$ cat src/rtl/window_min_max.sv
// Streaming min/max bound generator: tracks the smallest and largest non-NaN
// sample over a window (or until flush) and hands the pair out through a
// one-entry result buffer so the next window can accumulate meanwhile.
module window_min_max #(
    parameter int unsigned BITS      = 16,
    parameter string       PRECISION = "HALF",
    parameter int unsigned WINDOW    = 64
) (
    input  logic                             clk,
    input  logic                             reset,
    input  logic                             in_valid,
    output logic                             in_ready,
    input  logic [BITS-1:0]                  in_data,
    input  logic                             flush,
    output logic                             out_valid,
    input  logic                             out_ready,
    output logic [BITS-1:0]                  out_min,
    output logic [BITS-1:0]                  out_max,
    output logic [$clog2(WINDOW+1)-1:0]      out_count
);
    localparam int unsigned CW    = $clog2(WINDOW + 1);
    localparam int unsigned EXP_W = (PRECISION == "HALF") ? 5 : (PRECISION == "SINGLE") ? 8 : 11;
    localparam int unsigned MAN_W = BITS - 1 - EXP_W;
    localparam logic [CW-1:0] WIN_FULL = CW'(WINDOW);
    localparam logic [CW-1:0] WIN_LAST = CW'(WINDOW - 1);
    localparam logic [BITS-1:0] QNAN = {1'b0, {EXP_W{1'b1}}, 1'b1, {(MAN_W-1){1'b0}}};

    typedef enum logic {
        ACC_EMPTY = 1'b0,
        ACC_TRACK = 1'b1
    } acc_state_t;

    acc_state_t      r_state, w_state_nxt, w_upd_state;
    logic [BITS-1:0] r_min, r_max, w_upd_min, w_upd_max;
    logic [CW-1:0]   r_count, w_cnt_inc;
    logic            r_flush_pend, w_flush_pend_nxt;
    logic            r_out_valid;
    logic [BITS-1:0] r_out_min, r_out_max;
    logic [CW-1:0]   r_out_count;

    logic w_in_nan, w_lt, w_gt, w_buf_free, w_accept, w_flush_eff, w_close;

    assign out_valid = r_out_valid;
    assign out_min   = r_out_min;
    assign out_max   = r_out_max;
    assign out_count = r_out_count;

    assign w_in_nan   = (&in_data[BITS-2 -: EXP_W]) && (|in_data[MAN_W-1:0]);
    assign w_buf_free = !r_out_valid || out_ready;
    // Hold off the closing sample (or a pending flush) while the result buffer is occupied
    assign in_ready   = w_buf_free || !((r_count == WIN_LAST) || r_flush_pend);

    less_than #(.BITS(BITS), .PRECISION(PRECISION)) u_lt (
        .i_a    (in_data),
        .i_b    (r_min),
        .o_lt_c (w_lt)
    );

    greater_than #(.BITS(BITS), .PRECISION(PRECISION)) u_gt (
        .i_a    (in_data),
        .i_b    (r_max),
        .o_gt_c (w_gt)
    );

    // Next accumulator state, close decision and flush latch
    always_comb begin
        w_upd_state = r_state;
        w_upd_min   = r_min;
        w_upd_max   = r_max;
        w_accept    = in_valid && in_ready;
        w_cnt_inc   = r_count + CW'(w_accept);
        w_flush_eff = flush || r_flush_pend;
        w_close     = w_buf_free && ((w_cnt_inc == WIN_FULL) || (w_flush_eff && (w_cnt_inc != '0)));
        w_flush_pend_nxt = w_flush_eff && (w_cnt_inc != '0) && !w_close;
        if (w_accept && !w_in_nan) begin
            case (r_state)
                ACC_EMPTY: begin
                    w_upd_state = ACC_TRACK;
                    w_upd_min   = in_data;
                    w_upd_max   = in_data;
                end
                ACC_TRACK: begin
                    if (w_lt) w_upd_min = in_data;
                    if (w_gt) w_upd_max = in_data;
                end
                default: w_upd_state = ACC_EMPTY;
            endcase
        end
        w_state_nxt = w_close ? ACC_EMPTY : w_upd_state;
    end

    // Accumulator state register
    always_ff @(posedge clk) begin
        if (reset) r_state <= ACC_EMPTY;
        else       r_state <= w_state_nxt;
    end

    // Accumulator datapath and result buffer
    always_ff @(posedge clk) begin
        if (reset) begin
            r_min        <= '0;
            r_max        <= '0;
            r_count      <= '0;
            r_flush_pend <= 1'b0;
            r_out_valid  <= 1'b0;
            r_out_min    <= '0;
            r_out_max    <= '0;
            r_out_count  <= '0;
        end else begin
            r_flush_pend <= w_flush_pend_nxt;
            if (w_close) begin
                r_min       <= '0;
                r_max       <= '0;
                r_count     <= '0;
                r_out_valid <= 1'b1;
                r_out_min   <= (w_upd_state == ACC_TRACK) ? w_upd_min : QNAN;
                r_out_max   <= (w_upd_state == ACC_TRACK) ? w_upd_max : QNAN;
                r_out_count <= w_cnt_inc;
            end else begin
                r_min   <= w_upd_min;
                r_max   <= w_upd_max;
                r_count <= w_cnt_inc;
                if (out_ready) r_out_valid <= 1'b0;
            end
        end
    end
endmodule

// Strict floating-point a < b; +0 and -0 compare equal, NaN operands give 0.
module less_than #(
    parameter int unsigned BITS      = 16,
    parameter string       PRECISION = "HALF"
) (
    input  logic [BITS-1:0] i_a,
    input  logic [BITS-1:0] i_b,
    output logic            o_lt_c
);
    localparam int unsigned EXP_W = (PRECISION == "HALF") ? 5 : (PRECISION == "SINGLE") ? 8 : 11;
    localparam int unsigned MAN_W = BITS - 1 - EXP_W;

    logic            w_a_nan, w_b_nan;
    logic [BITS-2:0] w_a_mag, w_b_mag;

    assign w_a_nan = (&i_a[BITS-2 -: EXP_W]) && (|i_a[MAN_W-1:0]);
    assign w_b_nan = (&i_b[BITS-2 -: EXP_W]) && (|i_b[MAN_W-1:0]);
    assign w_a_mag = i_a[BITS-2:0];
    assign w_b_mag = i_b[BITS-2:0];

    // Sign-magnitude ordering
    always_comb begin
        o_lt_c = 1'b0;
        if (!(w_a_nan || w_b_nan) && !((w_a_mag == '0) && (w_b_mag == '0))) begin
            if (i_a[BITS-1] != i_b[BITS-1]) o_lt_c = i_a[BITS-1];
            else if (!i_a[BITS-1])          o_lt_c = (w_a_mag < w_b_mag);
            else                            o_lt_c = (w_a_mag > w_b_mag);
        end
    end
endmodule

// Strict floating-point a > b; +0 and -0 compare equal, NaN operands give 0.
module greater_than #(
    parameter int unsigned BITS      = 16,
    parameter string       PRECISION = "HALF"
) (
    input  logic [BITS-1:0] i_a,
    input  logic [BITS-1:0] i_b,
    output logic            o_gt_c
);
    localparam int unsigned EXP_W = (PRECISION == "HALF") ? 5 : (PRECISION == "SINGLE") ? 8 : 11;
    localparam int unsigned MAN_W = BITS - 1 - EXP_W;

    logic            w_a_nan, w_b_nan;
    logic [BITS-2:0] w_a_mag, w_b_mag;

    assign w_a_nan = (&i_a[BITS-2 -: EXP_W]) && (|i_a[MAN_W-1:0]);
    assign w_b_nan = (&i_b[BITS-2 -: EXP_W]) && (|i_b[MAN_W-1:0]);
    assign w_a_mag = i_a[BITS-2:0];
    assign w_b_mag = i_b[BITS-2:0];

    // Sign-magnitude ordering
    always_comb begin
        o_gt_c = 1'b0;
        if (!(w_a_nan || w_b_nan) && !((w_a_mag == '0) && (w_b_mag == '0))) begin
            if (i_a[BITS-1] != i_b[BITS-1]) o_gt_c = i_b[BITS-1];
            else if (!i_a[BITS-1])          o_gt_c = (w_a_mag > w_b_mag);
            else                            o_gt_c = (w_a_mag < w_b_mag);
        end
    end
endmodule
$ cat config.mk
export PLATFORM = sky130hd
export DESIGN_NAME = window_min_max
export DESIGN_NICKNAME = d
export VERILOG_FILES = /design/src/rtl/window_min_max.sv
export SDC_FILE = /design/constraint.sdc
export NUM_CORES = 1
export LEC_CHECK = 0
export CELL_PAD_IN_SITES_DETAIL_PLACEMENT = 1
export CELL_PAD_IN_SITES_GLOBAL_PLACEMENT = 1
export CORE_UTILIZATION = 44
export DETAILED_ROUTE_END_ITERATION = 8
export PLACE_DENSITY_LB_ADDON = 0.1
export SKIP_CTS_REPAIR_TIMING = 1
export SLEW_MARGIN = 20
export SYNTH_ARGS = -nofsm -noshare
export SYNTH_HDL_FRONTEND = slang
export SYNTH_SLANG_ARGS = --single-unit
$ cat constraint.sdc
create_clock -name clk -period 5.85 [get_ports clk]
set_input_delay 0.585 -clock clk [delete_from_list [all_inputs] [get_ports clk]]
set_output_delay 0.585 -clock clk [all_outputs]
set_load 0.05 [all_outputs]
==> metrics.md <==
| Metric | Value |
|---|---|
| Starting density of the core | 0.459 |
| Reg2Reg Depth | 12 |
| Worst setup SP type | input pin |
| Power density over the cells | 390 nW/um2 |
| Post-synth EDFFs | 0 |
| Initial DRC count | 108 |
| Core ar. | 9370 um2 |
| Hold Violations, Final | 0 |
| Initial antenna violation count | 0 |
| Boundary Pins | 62 |
| Max stage delay on crit path | 550 ps |
| Die X | 101 um |
| DP Wirelength | 8870 um |
| Largest net degree at the start of global routing | 49 |
| Type of the most critical hold path | flip-flop to flip-flop |
| Fillers | 1,172 |
| Nets | 624 |
| H-tree depth | 3 |
| DRT Pass-1 Iters | 6 |
| Total power | 0.00201 W |
| Synth Net Count | 578 |
| P_leak | 1.90 nW |
| Total GRT Usage | 0.262 |
| Die Y | 101 um |
| Final TNS setup | 0 ps |
| Hold depth | 2 |
| Status | finished, final reports clean |
| Clock Root Buffer | clkbuf_8 |
| Clk Latency, worst-skew pair | 360 ps |
| Post-route cell area | 5170 um2 |
| Setup-failing EPs final | 0 |
| Sequential share of the synthesized area | 0.377 |
| TritonCTS clock tree | done |
| Placement Cell Area | 4980 um2 |
| Crit-path slowest cell | mux2i_1 |
| Cells after synthesis | 525 |
| Detailed-route via count | 4,115 |
| Commonest non-fill, non-tap cell in the layout | dfxtp_1 |
| Setup Skew | 10.8 ps |
| First-pass GRT wire length | 20,800 um |
| Drt wl/cell | 17.8 um |
| Hold_sp | out_count[0] |
| Antenna cells | 0 |
| Kind of critical path | input pin to flip-flop |
| Overflow after GRT | 0 |
| Die area | 10,200 um2 |
| Placed insts | 689 |
| FFs w/ async S/R, synth | 0 |
| Final wirelength | 12,500 um |
| Synth warnings | 0 |
| Max cap viols | 0 |
| DR DRC count | 0 |
| Fin cells | 703 |
| Area of the multi-input gates | 2430 um2 |
| Worst slew pin tran | 947 ps |
| Final count of pins violating max slew | 0 |
| Maximum VDD drop | 0.000165 V |
| # rows | 35 |
| Yosys top cell by area | dfxtp_1 |
| Top cell family by delay on the critical path | simple AND/OR/NAND/NOR gates |
| Tmin final | 3780 ps |
| Critical path required time | 6140 ps |
| Syn Std Cell Area | 4300 um2 |
| Storage element area | 1620 um2 |
| Crit path DAT | 4070 ps |
| Primary FF master, synth | dfxtp_1 |
| Synth cell types | 50 |
| Reg2reg start | r_count[3] |
| Deepest clock path buffer count | 2 |
| Gp weighted congestion | 0.825 |
| Synth top area cells | dfxtp_1 38%, ha_1 9.3%, nand3_1 5.4% |
| Crit-path cells | clkdlybuf4s50_1, nand2b_1, nand2_1, o21ai_1, ha_1, ha_1, nor4bb_1, nor2_1, a2111oi_4, mux2i_1, nand2b_1, buf_4, a21oi_1 |
| FF+latch count, synth | 81 |
| Peak Freq | 0.265 GHz |
| Setup crit end kind | flip-flop |
| Setup crit start | out_ready |
| Max Fanout on Critical Path | 33 |
| Crit path depth | 13 |
| Worst path buffer plus inverter count | 2 |
| Clock sinks | 81 |
| Fraction of layout cells with a size suffix above 1 | 0.0436 |
| Vias in the first global route | 4,291 |
| Slew margin rel. | 0.367 |
| Inserted Clock Buffers | 9 |
| Syn avg cell area | 8.19 um2 |
| Clock-pin slew on the worst setup and hold paths | 80 ps |
| Share of the synthesized area in the top cell type | 0.377 |
| Unrepaired setup endpoints after global routing | no |
| Fin crit share | 0.646 |
| Area Overhead vs Synth | 20.1% |
| Most frequent cells in the layout | 81 x dfxtp_1, 61 x clkdlybuf4s50_1, 51 x nor2_1, 46 x nand3_1, 44 x nand2_1 |
| Port Buf Inserts | 61 |
| Antenna Nets Post-Route | 0 |
| DR vias/cell | 5.85 |
## layout make-up
type,count,area share
clock buffers,11,0.0274
clock inverters,3,0.00823
inverters,33,0.0240
multi-input cells,380,0.470
flip-flops and latches,81,0.314
well taps,129,0.0312
repair buffers,66,0.125
## registers in the layout, indices dropped and copies added, names as in the netlist
register / cells
out_min: 16
out_max: 16
out_count: 7
r_state: 1
r_flush_pend: 1
r_min: 16
out_valid: 1
r_count: 7
r_max: 16
## per-layer routing
layer / vias to the layer above / routed length (um) / global-route usage
li1: 1996 / - / -
met1: 1997 / 5440 / 0.303
met2: 92 / 6360 / 0.477
met3: 30 / 373 / 0.0430
met4: 0 / 330 / 0.113
met5: - / 0 / 0
## synthesized netlist by cell type (2+ instances only)
library cell	instances
dfxtp_1	81
nor2_1	51
nand3_1	46
nand2_1	44
a21oi_1	34
inv_1	33
ha_1	32
o21ai_0	23
nand4_1	21
o211ai_1	21
mux2i_1	18
clkbuf_1	17
nor3_1	15
buf_2	10
nor4_1	8
a211oi_1	7
a31oi_1	7
o21bai_1	6
a2111oi_1	5
and2_1	5
buf_4	3
nand2b_1	3
nand4b_1	3
a221oi_1	2
nor2b_1	2
nor4b_1	2
o21a_1	2
xor2_1	2
## final timing paths
kind,endpoint,slack (ps)
worst max register to register,r_min[7],2110
worst min register to register,out_count[0],480
worst min-delay path,out_count[0],480
worst max-delay path,r_min[7],2070
## worst register-to-register path, cell delays in order (launching register included)
cell	delay (ps)
dfxtp_1	500
nand3_1	180
nor2_1	160
o21ai_1	130
ha_1	230
ha_1	330
nor3b_1	200
mux2i_1	140
a2111oi_4	480
mux2i_1	550
nand2b_1	280
buf_4	330
a21oi_1	180
## power by group
part | leakage (nW) | switching (W) | internal, W | total, W
logic | 1.15 | 0.000581 | 0.000299 | 0.000880
clock network | 0.0913 | 0.000198 | 0.000204 | 0.000402
registers | 0.664 | 0.0000761 | 0.000656 | 0.000732
total | 1.90 | 0.000856 | 0.00116 | 0.00201
## kinds of logic after synthesis
family / share of synthesized area
DFF: 0.377
buffers and inverters: 0.0614
muxes: 0.0480
AOI/OAI and AO/OA: 0.177
and+or+nand+nor: 0.237
xor gates and xnor gates: 0.00611
adders and majority gates: 0.0931
## stage by stage
step / hold slack [ps] / util / setup slack, ps
2_1_floorplan: 467 / - / 2600
3_3_place_gp: 452 / 0.532 / 1940
3_5_place_dp: 461 / 0.532 / 1690
4_1_cts: 479 / 0.551 / 2060
5_1_grt: 492 / 0.551 / 1680
6_report: 475 / 0.551 / 2070
Note: power is estimated with default switching activity, not from simulation.
